## src/rtl/execute_pipe.sv

```systemverilog
// Registered LEGv8 execute stage: single-cycle ALU path and an iterative shift-add
// multiplier, both feeding an EX/MEM output register with a valid/stall handshake.
module execute_pipe #(
   parameter int unsigned N        = 64,
   parameter int unsigned MUL_STEP = 1
) (
   input  logic         clk,
   input  logic         reset,
   input  logic         valid_E,
   output logic         ready_E,
   input  logic         AluSrc_E,
   input  logic [3:0]   AluControl_E,
   input  logic         mul_E,
   input  logic [N-1:0] PC_E,
   input  logic [N-1:0] signImm_E,
   input  logic [N-1:0] readData1_E,
   input  logic [N-1:0] readData2_E,
   input  logic         stall_M,
   output logic         valid_M,
   output logic [N-1:0] aluResult_M,
   output logic         zero_M,
   output logic [N-1:0] PCBranch_M,
   output logic [N-1:0] writeData_M
);

   localparam int unsigned ITERS = N / MUL_STEP;
   localparam int unsigned CW    = (ITERS > 1) ? $clog2(ITERS) : 1;
   localparam logic [CW-1:0] LAST = CW'(ITERS - 1);
   localparam logic [N-1:0] DIGIT_MASK = ~({N{1'b1}} << MUL_STEP);

   typedef enum logic [0:0] {StIdle, StMul} state_t;

   state_t        state;
   logic [N-1:0]  a_q, b_q, pcb_q, wd_q, acc_q;
   logic [CW-1:0] cnt;

   logic [N-1:0]  opb, alu_res, pcb_next;
   logic [N-1:0]  a_shift, digit, partial, acc_next;
   logic [31:0]   sh;
   logic          accept, out_free, last;

   assign ready_E  = (state == StIdle) && !(valid_M && stall_M) && !reset;
   assign accept   = valid_E && ready_E;
   assign out_free = !valid_M || !stall_M;
   assign last     = (cnt == LAST);
   assign opb      = AluSrc_E ? signImm_E : readData2_E;
   assign pcb_next = PC_E + (signImm_E << 2);

   always_comb begin
      alu_res = '0;
      case (AluControl_E)
         4'b0000: alu_res = readData1_E & opb;
         4'b0001: alu_res = readData1_E | opb;
         4'b0010: alu_res = readData1_E + opb;
         4'b0110: alu_res = readData1_E - opb;
         4'b0111: alu_res = opb;
         4'b1100: alu_res = ~(readData1_E | opb);
         default: alu_res = '0;
      endcase
   end

   // One radix-2^MUL_STEP digit of B per cycle, LSB digit first.
   always_comb begin
      sh       = 32'(cnt) * MUL_STEP;
      a_shift  = a_q << sh;
      digit    = (b_q >> sh) & DIGIT_MASK;
      partial  = a_shift * digit;
      acc_next = acc_q + partial;
   end

   always_ff @(posedge clk) begin
      if (reset) begin
         state       <= StIdle;
         cnt         <= '0;
         a_q         <= '0;
         b_q         <= '0;
         pcb_q       <= '0;
         wd_q        <= '0;
         acc_q       <= '0;
         valid_M     <= 1'b0;
         aluResult_M <= '0;
         zero_M      <= 1'b1;
         PCBranch_M  <= '0;
         writeData_M <= '0;
      end else begin
         // Memory stage takes the result; a load below overrides this.
         if (valid_M && !stall_M) valid_M <= 1'b0;
         case (state)
            StIdle: begin
               if (accept) begin
                  if (mul_E) begin
                     a_q   <= readData1_E;
                     b_q   <= opb;
                     pcb_q <= pcb_next;
                     wd_q  <= readData2_E;
                     acc_q <= '0;
                     cnt   <= '0;
                     state <= StMul;
                  end else begin
                     valid_M     <= 1'b1;
                     aluResult_M <= alu_res;
                     zero_M      <= (alu_res == '0);
                     PCBranch_M  <= pcb_next;
                     writeData_M <= readData2_E;
                  end
               end
            end
            StMul: begin
               if (!last) begin
                  acc_q <= acc_next;
                  cnt   <= cnt + 1'b1;
               end else if (out_free) begin
                  valid_M     <= 1'b1;
                  aluResult_M <= acc_next;
                  zero_M      <= (acc_next == '0);
                  PCBranch_M  <= pcb_q;
                  writeData_M <= wd_q;
                  state       <= StIdle;
               end
            end
            default: state <= StIdle;
         endcase
      end
   end

endmodule

```

## config.mk

```make
export PLATFORM = sky130hd
export DESIGN_NAME = execute_pipe
export DESIGN_NICKNAME = d
export VERILOG_FILES = /design/src/rtl/execute_pipe.sv
export SDC_FILE = /design/constraint.sdc
export NUM_CORES = 2
export LEC_CHECK = 0
export ABC_AREA = 1
export ABC_CLOCK_PERIOD_IN_PS = 6300
export BUFFER_PORTS_ARGS = -buffer_cell sky130_fd_sc_hd__buf_4
export CAP_MARGIN = 20
export CORE_UTILIZATION = 45
export CTS_BUF_LIST = sky130_fd_sc_hd__clkbuf_2
export CTS_CLUSTER_SIZE = 28
export DETAILED_ROUTE_END_ITERATION = 16
export HOLD_SLACK_MARGIN = 0.1
export MAX_ROUTING_LAYER = met4
export PLACE_DENSITY = 0.71
export SETUP_SLACK_MARGIN = 0.05
export SYNTH_ARGS = -nofsm -noshare
export SYNTH_HDL_FRONTEND = slang
export SYNTH_SLANG_ARGS = --single-unit
```

## constraint.sdc

```tcl
create_clock -name clk -period 6.3 [get_ports clk]
set_input_delay 0.945 -clock clk [delete_from_list [all_inputs] [get_ports clk]]
set_output_delay 0.945 -clock clk [all_outputs]
set_load 0.01 [all_outputs]
```

==> results.py <==
metrics = {
    "outcome": {
        "status": "finished, final reports clean",
    },
    "global_route": {
        "grt_max_degree": 221,
        "grt_pass1_vias": 52900,
        "grt-ovfl-total": 0,
        "grt_pass1_wl_mm": 344,
        "antenna_found_initial": 12,
        "gr-usage-all-layers_pct": 48.9,
    },
    "pwr": {
        "power_frac_clock_pct": 28.9,
        "p_leak_nw": 25.1,
        "power_switching_share_pct": 43.1,
        "pwr-share-seq_pct": 36.3,
        "p_per_area_nw_per_um2": 188,
        "internal_power_mw": 5.64,
        "vdd_drop_max_mv": 0.168,
        "switchingPower_mw": 4.27,
        "power_frac_comb_pct": 34.9,
    },
    "detailed_routing": {
        "drtIter0Drc": 7745,
        "wl_per_cell_um": 25.5,
        "wirelength_mm": 240,
        "drt_pass1_iterations": 9,
        "route.detailed.drc": 0,
        "ant_nets": 0,
        "num_vias": 56600,
        "vias_per_cell": 6.00,
    },
    "clock_tree": {
        "clk_pin_slew_ns": 0.12,
        "clockBufferDepth": 3,
        "cts_tree": "done",
        "cts_buffers": 143,
        "htree_levels": 4,
        "clkLatencyLatePin_ns": 1.56,
        "clock-root-buffer": "clkbuf_2",
        "clock_sinks": 521,
    },
    "synth": {
        "synthDistinctLibCells": 62,
        "postSynthCellCount": 7339,
        "synth_ff_type": "dfxtp_1",
        "async_flop_share_pct": 0,
        "synth-edff-count": 0,
        "avgSynthCellArea_um2": 5.92,
        "synth_compound_area_share_pct": 23.7,
        "syn-num-nets": 7799,
        "yosys_warnings": 0,
        "synth_top_cell_by_area": "dfxtp_1",
        "ys_top_cells_by_count": "nand2_1, inv_1, nor2_1",
        "synth_area_um2": 43500,
        "yosysTopAreaCellShare_pct": 24.0,
        "synth-simple-area-share_pct": 31.8,
        "ys_top_cells_by_area": "dfxtp_1, nand2_1, o21ai_0",
        "synth-adder-area-share_pct": 5.64,
        "synth-xor-area-share_pct": 2.78,
        "synth.most_common_cell": "nand2_1",
        "synthMuxAreaShare_pct": 0.921,
        "synth_top_family_by_area": "simple AND/OR/NAND/NOR gates",
        "ys_seq_area_share_pct": 24.0,
        "synth_seq_cells": 521,
    },
    "worst_setup_path": {
        "worstReg2RegStart": "cnt[0]$_SDFFE_PP0P_",
        "r2r_end": "zero_M$_SDFFE_PP1P_",
        "crit_arrival_ns": 7.02,
        "worstSetupPathType": "flip-flop to flip-flop",
        "crit_slowest_cell": "buf_12",
        "cp.required_ns": 7.69,
        "reg2reg_setup_slack_ns": 0.68,
        "max_stage_delay_ns": 0.38,
        "crit_path_end_kind": "flip-flop",
        "rr_worst_depth": 33,
        "crit_top_cell": "nand2_1",
        "start_kind": "flip-flop",
        "crit_fanout": 147,
    },
    "timing": {
        "finalSetupViolations": 0,
        "tns_ns": 0,
        "max_freq_mhz": 178,
        "rsz0062_at_grt": "false",
        "layout_min_cycle_time_ns": 5.62,
        "hold_slack_ns": 0.195,
        "worst_pin_slew_ns": 1.07,
        "hold_violations": 0,
        "slew_headroom_pct": 28.4,
        "drv_slew": 0,
        "fin_skew_ns": 0.163,
        "fin_crit_sh_pct": 89.3,
    },
    "finish": {
        "multi_input_area_um2": 28200,
        "layout-drive-gt1-share_pct": 12.3,
        "n_fill_cell": 9656,
        "nets": 8512,
        "syn_to_final_growth_pct": 21.3,
        "seqCellArea_um2": 10400,
    },
    "die": {
        "num_io_pins": 461,
        "rows": 113,
        "dieWidth_um": 313,
        "start_util_pct": 45.6,
        "coreArea_um2": 95300,
        "dieArea_um2": 97800,
        "die_height_um": 313,
    },
    "hold_path": {
        "hold_start": "signImm_E[53]",
        "hold_class": "primary input to flip-flop",
        "whs_path_depth": 6,
        "min_to": "pcb_q[55]$_SDFFE_PP0P_",
    },
    "place": {
        "hpwl_mm": 189,
        "portBuffers": 460,
        "routabilityCongestion": 1.12,
    },
    "job": {
        "maxCapViolCount": 0,
    },
}
power groups by stage:
stage | logic [mW] | clock network (mW) | registers (mW)
3_3_place_gp | 3.15 | 0 | 3.65
3_5_place_dp | 3.15 | 0 | 3.65
5_1_grt | 3.65 | 3.00 | 3.60
4_1_cts | 3.30 | 2.83 | 3.58
2_1_floorplan | 1.72 | 0 | 3.64
6_report | 3.45 | 2.86 | 3.59
layout by cell type, fill, tap and decap left out, drive strengths merged, types with 16 or more instances in the layout:
cell type,synthesis,final
a21oi,634,634
a31oi,149,149
buf,116,679
clkbuf,230,190
clkinv,5,46
dfxtp,521,521
dlygate4sd3,0,235
ha,191,191
inv,893,901
mux2i,40,40
nand2,1915,1915
nand3,515,515
nand3b,39,39
nand4,50,50
nor2,739,739
nor3,69,69
o211ai,119,119
o21ai,755,755
o21bai,52,52
o31ai,61,61
or2,16,16
xnor2,52,52
xor2,86,86
state kept, by name (all words and copies together), names as in the netlist:
register / flops
state: 1
aluResult_M: 64
wd_q: 64
zero_M: 1
PCBranch_M: 64
a_q: 64
b_q: 64
writeData_M: 64
valid_M: 1
pcb_q: 64
cnt: 6
acc_q: 64
per-layer routing:
metal | track usage, % | vias to the layer above | share of wire [%]
li1 | - | 25700 | -
met1 | 58.9 | 26200 | 38
met2 | 70.4 | 3780 | 41
met3 | 11.7 | 898 | 12
met4 | 36.5 | 0 | 9.2
met5 | - | - | 0
worst max-delay path, delay by kind of cell (launching register included):
family                     cells  cell delay (ns)
AOI/OAI and AO/OA              5             0.84
xor gates and xnor gates       1             0.29
adders and majority gates      1             0.23
buffers and inverters          6             1.11
DFF                            1             0.37
and+or+nand+nor               20             2.65
layout make-up:
cell class	instances	share of cell area, %
Clock buffer	190	1.80
Timing Repair Buffer	914	14.4
Antenna cell	14	0.0665
Clock inverter	54	0.895
Multi-Input combinational cell	5574	53.6
Sequential cell	521	19.8
Tap cell	1265	3.00
Inverter	898	6.45
what timing repair did:
action	CTS	global route
hold buffers	235	0
endpoints found under the hold margin	325	0
setup buffers	0	0
gates resized for setup	0	0
setup endpoints to repair	0	0
stage by stage:
step / area (µm²) / utilization, % / power (mW) / std cells / setup WS (ns)
global placement: 48900 / 51.3 / 6.80 / 8936 / -0.0789
floorplan: 43500 / - / 5.36 / 7339 / 1.73
CTS: 52600 / 55.2 / 9.71 / 9415 / 0.938
detailed placement: 48900 / 51.3 / 6.80 / 8936 / -0.0626
global route: 52700 / 55.3 / 10.3 / 9427 / 0.452
finish: 52700 / 55.3 / 9.90 / 9430 / 0.676
worst max-delay path by stage:
stage / cells past startpoint / from / end / slack [ns]
6_report: 33 / cnt[0]$_SDFFE_PP0P_ / zero_M$_SDFFE_PP1P_ / 0.68
5_1_grt: 27 / cnt[0]$_SDFFE_PP0P_ / zero_M$_SDFFE_PP1P_ / 0.45
4_1_cts: 29 / cnt[2]$_SDFFE_PP0P_ / zero_M$_SDFFE_PP1P_ / 0.94
3_5_place_dp: 35 / AluSrc_E / zero_M$_SDFFE_PP1P_ / -0.06
3_3_place_gp: 35 / AluSrc_E / zero_M$_SDFFE_PP1P_ / -0.08
2_1_floorplan: 40 / AluSrc_E / zero_M$_SDFFE_PP1P_ / 1.73
cell families after synthesis:
group                    after synthesis
multiplexers                          40
AO/OA/AOI/OAI                       1835
buffers and inverters               1244
AND/OR/NAND/NOR                     3367
adder cells (fa/ha/maj)              194
XOR/XNOR                             138
flip-flops                           521
No activity file was read; power rests on OpenSTA's default activity.
